[src/rtl/muldiv_seq_unit.sv]
// Sequential multiply/divide unit: shift-add multiply and restoring divide, one bit
// per clock, with registered HI/LO results behind a start/busy/done handshake.
module muldiv_seq_unit #(
  parameter int WIDTH     = 16,
  parameter int SIGNED_EN = 1
) (
  input  logic             clk,
  input  logic             rst_n,
  input  logic             start,
  input  logic [1:0]       op,
  input  logic [WIDTH-1:0] a,
  input  logic [WIDTH-1:0] b,
  output logic             busy,
  output logic             done,
  output logic             div_by_zero,
  output logic [WIDTH-1:0] hi,
  output logic [WIDTH-1:0] lo
);

  // state | meaning
  // IDLE  | waiting for start; done pulses here for one cycle after FIX
  // PREP  | take magnitudes, record signs, load counter (b=0 divide skips to FIX)
  // CALC  | one multiply/divide iteration per cycle, WIDTH cycles
  // FIX   | restore signs and write hi/lo
  typedef enum logic [1:0] {IDLE, PREP, CALC, FIX} state_t;

  localparam int CW = $clog2(WIDTH);

  state_t             state;
  logic [1:0]         rst_sync;
  logic               rst_i;
  logic [1:0]         op_q;
  logic [WIDTH-1:0]   a_q, b_q;
  logic [2*WIDTH-1:0] acc;
  logic [CW-1:0]      cnt;
  logic               neg_res, neg_rem, div0_q;

  logic               is_signed, is_div;
  logic [WIDTH-1:0]   a_abs, b_abs, quo_fix, rem_fix;
  logic [WIDTH:0]     mul_sum, div_sh, div_diff;
  logic [2*WIDTH-1:0] prod_fix;

  // Reset asserts asynchronously but releases only on a clock edge.
  always_ff @(posedge clk or negedge rst_n) begin
    if (!rst_n) rst_sync <= 2'b00;
    else        rst_sync <= {rst_sync[0], 1'b1};
  end
  assign rst_i = rst_sync[1];

  assign is_signed = (SIGNED_EN != 0) && op_q[0];
  assign is_div    = op_q[1];
  assign a_abs     = (is_signed && a_q[WIDTH-1]) ? -a_q : a_q;
  assign b_abs     = (is_signed && b_q[WIDTH-1]) ? -b_q : b_q;

  assign mul_sum  = {1'b0, acc[2*WIDTH-1:WIDTH]} + (acc[0] ? {1'b0, a_q} : {(WIDTH+1){1'b0}});
  // The partial remainder is always below the divisor, so bit WIDTH of the
  // difference is a clean borrow flag.
  assign div_sh   = {acc[2*WIDTH-1:WIDTH], acc[WIDTH-1]};
  assign div_diff = div_sh - {1'b0, b_q};

  assign prod_fix = neg_res ? -acc : acc;
  assign quo_fix  = neg_res ? -acc[WIDTH-1:0] : acc[WIDTH-1:0];
  assign rem_fix  = neg_rem ? -acc[2*WIDTH-1:WIDTH] : acc[2*WIDTH-1:WIDTH];

  always_ff @(posedge clk or negedge rst_i) begin
    if (!rst_i) begin
      state       <= IDLE;
      op_q        <= '0;
      a_q         <= '0;
      b_q         <= '0;
      acc         <= '0;
      cnt         <= '0;
      neg_res     <= 1'b0;
      neg_rem     <= 1'b0;
      div0_q      <= 1'b0;
      busy        <= 1'b0;
      done        <= 1'b0;
      div_by_zero <= 1'b0;
      hi          <= '0;
      lo          <= '0;
    end else begin
      done <= 1'b0;
      case (state)
        IDLE: begin
          if (start) begin
            op_q        <= op;
            a_q         <= a;
            b_q         <= b;
            busy        <= 1'b1;
            div_by_zero <= 1'b0;
            state       <= PREP;
          end
        end
        PREP: begin
          neg_res <= is_signed && (a_q[WIDTH-1] ^ b_q[WIDTH-1]);
          neg_rem <= is_signed && a_q[WIDTH-1];
          cnt     <= CW'(WIDTH-1);
          if (is_div && (b_q == '0)) begin
            div0_q <= 1'b1;
            state  <= FIX;
          end else begin
            div0_q <= 1'b0;
            a_q    <= a_abs;
            b_q    <= b_abs;
            acc    <= is_div ? {{WIDTH{1'b0}}, a_abs} : {{WIDTH{1'b0}}, b_abs};
            state  <= CALC;
          end
        end
        CALC: begin
          if (is_div) begin
            if (!div_diff[WIDTH]) acc <= {div_diff[WIDTH-1:0], acc[WIDTH-2:0], 1'b1};
            else                  acc <= {div_sh[WIDTH-1:0], acc[WIDTH-2:0], 1'b0};
          end else begin
            acc <= {mul_sum, acc[WIDTH-1:1]};
          end
          cnt <= cnt - 1'b1;
          if (cnt == '0) state <= FIX;
        end
        FIX: begin
          if (div0_q) begin
            hi          <= a_q;
            lo          <= '1;
            div_by_zero <= 1'b1;
          end else if (is_div) begin
            hi <= rem_fix;
            lo <= quo_fix;
          end else begin
            hi <= prod_fix[2*WIDTH-1:WIDTH];
            lo <= prod_fix[WIDTH-1:0];
          end
          busy  <= 1'b0;
          done  <= 1'b1;
          state <= IDLE;
        end
        default: state <= IDLE;
      endcase
    end
  end

endmodule

[config.mk]
export PLATFORM = sky130hd
export DESIGN_NAME = muldiv_seq_unit
export DESIGN_NICKNAME = d
export VERILOG_FILES = /design/src/rtl/muldiv_seq_unit.sv
export SDC_FILE = /design/constraint.sdc
export NUM_CORES = 1
export LEC_CHECK = 0
export BUFFER_PORTS_ARGS = -buffer_cell sky130_fd_sc_hd__buf_2
export CAP_MARGIN = 15
export CORE_MARGIN = 2
export CORE_UTILIZATION = 61
export CTS_CLUSTER_DIAMETER = 40
export DETAILED_ROUTE_END_ITERATION = 16
export HOLD_SLACK_MARGIN = 0.03
export PLACE_DENSITY = 0.88
export REMOVE_ABC_BUFFERS = 1
export SETUP_SLACK_MARGIN = 0.02
export SYNTH_ARGS = -nofsm -noshare
export SYNTH_HDL_FRONTEND = slang
export SYNTH_SLANG_ARGS = --single-unit
[constraint.sdc]
create_clock -name clk -period 4 [get_ports clk]
set_input_delay 0.2 -clock clk [delete_from_list [all_inputs] [get_ports clk]]
set_output_delay 0.2 -clock clk [all_outputs]
set_load 0.01 [all_outputs]
==> results.sh <==
export IMPL_outcome="finished clean"
export IMPL_drv_cap=0
export IMPL_fillers=1166
export IMPL_routed_wl_um=24600
export IMPL_diodes=0
export IMPL_synth_seq_cells=112
export IMPL_finalInstanceArea_um2=9310
export IMPL_start_util_pct=62.0
export IMPL_die_w_um=122
export IMPL_regArea_um2=2810
export IMPL_yosysSeqAreaShare_pct=32.8
export IMPL_syn_to_final_growth_pct=9.06
export IMPL_setup_viol=0
export IMPL_postLayoutCoreUtil_pct=67.6
export IMPL_syn_inst=1025
export IMPL_cts_max_level=3
export IMPL_grt_setup_unrepaired="false"
export IMPL_intPower_uw=4160
export IMPL_clk_pin_slew_ps=80
export IMPL_power_density_nw_per_um2=900
export IMPL_swShare_pct=50.4
export IMPL_holdWs_ps=56.1
export IMPL_core_area_um2=13800
export IMPL_cts_buffer_depth=2
export IMPL_grt_max_degree=52
export IMPL_synth_cell_type_count=72
export IMPL_worst_slew_pin_slew_ps=1080
export IMPL_post_cts_buffers=0
export IMPL_period_share_pct=84.7
export IMPL_cp_start_kind="flop"
export IMPL_critPathKind="reg2reg"
export IMPL_ant_nets=0
export IMPL_layout_min_cycle_time_ps=3390
export IMPL_synth_edf_count=0
export IMPL_synth_area_um2=8530
export IMPL_fin_setup_tns_ps=0
export IMPL_overflow=0
export IMPL_seq_power_share_pct=28.3
export IMPL_yosys_warnings=0
export IMPL_max_vdd_ir_drop_v=0.000425
export IMPL_rows=43
export IMPL_power_total_uw=8370
export IMPL_drc_errors=0
export IMPL_grt_pass1_wl_um=39400
export IMPL_p_switching_uw=4220
export IMPL_port_buffers=71
export IMPL_drt_vias_per_instance=6.47
export IMPL_io_pins=72
export IMPL_slew_headroom_pct=27.8
export IMPL_dp_hpwl_um=18500
export IMPL_min_path_type="in2reg"
export IMPL_clockPowerShare_pct=11.3
export IMPL_gp_congestion=0.990
export IMPL_clock_sinks=112
export IMPL_max_freq_mhz=295
export IMPL_cts_tree="built"
export IMPL_dieArea_um2=15000
export IMPL_drive_gt1_share_pct=12.8
export IMPL_multiInputGateArea_um2=5320
export IMPL_fin_skew_ps=14.9
export IMPL_dr_pass1_iters=5
export IMPL_first_global_vias=7554
export IMPL_required_ps=4290
export IMPL_insertion_delay_ps=380
export IMPL_postSynth_topFlopCell="dfrtp_1"
export IMPL_die_y_um=122
export IMPL_syn_area_per_cell_um2=8.33
export IMPL_hold_viol=0
export IMPL_drt_initial_drc_count=759
export IMPL_p_leak_uw=0.00408
export IMPL_placed_cell_area_um2=8990
export IMPL_crit_arrival_ps=3680
export IMPL_vias=8088
export IMPL_worst_setup_path_end_kind="flop"
export IMPL_nets=1147
export IMPL_track_usage_pct=33.9
export IMPL_cts_root_buf="clkbuf_16"
export IMPL_antenna_found_initial=0
export IMPL_cts_buffers=9
export IMPL_maxSlewViolCount=0
export IMPL_wl_per_cell_um=19.7
export IMPL_ys_async_sr_fraction_pct=100
export IMPL_p_comb_share_pct=60.3
export IMPL_critPathMaxFanout=30
cells in the final DEF, fill, tap and decap left out, types with 5 or more instances in the layout:
master,synthesis,routed
or3_1,7,7
o211ai_1,12,12
nor3b_1,8,8
nor3_1,14,14
clkbuf_16,0,9
o41ai_1,6,6
nand4_1,5,5
mux2_2,8,8
dfrtp_1,112,111
o21ai_0,99,99
o221ai_1,8,8
o21a_1,9,9
nand2b_1,14,14
mux4_2,8,8
o31ai_1,14,14
nand3_1,31,31
ha_1,42,40
a21oi_1,80,80
nor2_1,80,80
a21o_1,11,11
nor2b_1,15,15
a31oi_1,24,24
xor2_1,28,28
nand2_1,106,106
o22ai_1,19,19
or4_1,6,6
a22oi_1,9,9
and2_1,22,22
xnor2_1,46,46
mux2i_1,16,16
inv_1,42,42
buf_4,4,16
nor4_1,7,7
buf_2,3,71
synth_stat cells, drive strengths merged, types with 3 or more instances:
| library cell | count | share of area, % |
|---|---|---|
| a2111oi | 3 | 0.38 |
| a211o | 4 | 0.41 |
| a21boi | 3 | 0.26 |
| a21o | 11 | 0.97 |
| a21oi | 80 | 4.7 |
| a221o | 3 | 0.35 |
| a221oi | 4 | 0.41 |
| a22oi | 9 | 0.79 |
| a31oi | 24 | 1.8 |
| and2 | 22 | 1.6 |
| buf | 9 | 0.70 |
| clkbuf | 49 | 2.3 |
| dfrtp | 112 | 33 |
| ha | 42 | 6.2 |
| inv | 42 | 1.8 |
| mux2 | 9 | 1.2 |
| mux2i | 16 | 1.9 |
| mux4 | 8 | 2.1 |
| nand2 | 106 | 4.7 |
| nand2b | 14 | 1.0 |
| nand3 | 31 | 1.8 |
| nand4 | 5 | 0.37 |
| nor2 | 80 | 3.5 |
| nor2b | 15 | 1.1 |
| nor3 | 15 | 0.94 |
| nor3b | 8 | 0.70 |
| nor4 | 7 | 0.51 |
| o211ai | 12 | 1.1 |
| o21a | 9 | 0.79 |
| o21ai | 104 | 6.1 |
| o221ai | 8 | 0.82 |
| o22ai | 19 | 1.4 |
| o31a | 3 | 0.31 |
| o31ai | 14 | 1.2 |
| o41ai | 7 | 0.81 |
| or3 | 8 | 0.65 |
| or4 | 8 | 0.79 |
| xnor2 | 46 | 4.7 |
| xor2 | 28 | 2.9 |
state kept, by name (all words and copies together), names as in the netlist, 2 cells and up:
| register | count |
|---|---|
| op_q | 2 |
| hi | 16 |
| lo | 16 |
| acc | 32 |
| cnt | 4 |
| rst_sync | 2 |
| a_q | 16 |
| state | 2 |
| b_q | 16 |
final cells by class:
class                      instances  share of cell area, %
timing repair buffer              88                   5.22
sequential                       112                   30.2
multi-input combinational        812                   57.2
clock inverter                     6                  0.699
clock buffer                      10                   2.57
tap                              180                   2.42
inverter                          43                   1.73
repair_timing:
action / 4_1_cts / 5_1_grt
hold buffers: 1 / 0
setup endpoints to repair: 0 / 0
hold endpoints to repair: 2 / 0
resized for setup: 0 / 0
final timing paths:
path,from,endpoint,slack [ps],depth (start not counted)
worst max-delay path,b_q[1],a_q[6],610,10
worst min-delay path,op[0],op_q[0],60,2
worst max register to register,b_q[1],a_q[6],610,10
worst min register to register,rst_sync[1],busy,340,0
max in group asynchronous,rst_sync[1],acc[25],2740,1
min in group asynchronous,rst_n,rst_sync[0],130,2
critical path: stages (launching register included):
cell and delay [ps]:
dfrtp_1 450, inv_1 150, ha_1 200, or3b_2 520, nor2_1 270, nand3_1 360, and2_1 630, buf_4 370
nand3_1 90, o21ai_0 90, a21oi_1 170
stage by stage:
| stage | cells | worst slack, ps |
|---|---|---|
| floorplan | 967 | 358 |
| global placement | 1234 | 877 |
| detailed placement | 1234 | 698 |
| CTS | 1251 | 681 |
| global route | 1251 | 434 |
| finish | 1251 | 612 |
logic make-up (layout without fill, tap and decap cells):
family | count (synthesis) | count (layout) | share of synthesized area [%]
AOI/OAI and AO/OA | 333 | 333 | 24.3
muxes | 33 | 33 | 5.22
buffers and inverters | 101 | 147 | 4.87
DFF | 112 | 112 | 32.8
and+or+nand+nor | 327 | 327 | 18.5
adders and majority gates | 44 | 44 | 6.63
xor gates and xnor gates | 74 | 74 | 7.60
other | 1 | 1 | 0.0439
metal layers:
metal | global-route usage [%] | wire length (um)
met5 | 0 | 0
met4 | 15.8 | 1030
met3 | 7.62 | 2030
met2 | 56.0 | 11900
met1 | 42.3 | 9650
power by group through the flow:
stage / logic [uW] / clock network, uW / registers [uW]
after global routing: 5580 / 994 / 2440
final: 5050 / 949 / 2370
after CTS: 4990 / 951 / 2340
after floorplan: 3570 / 0 / 2230
after global placement: 4820 / 0 / 2330
after detailed placement: 4950 / 0 / 2360
(Power assumes the default switching activity.)
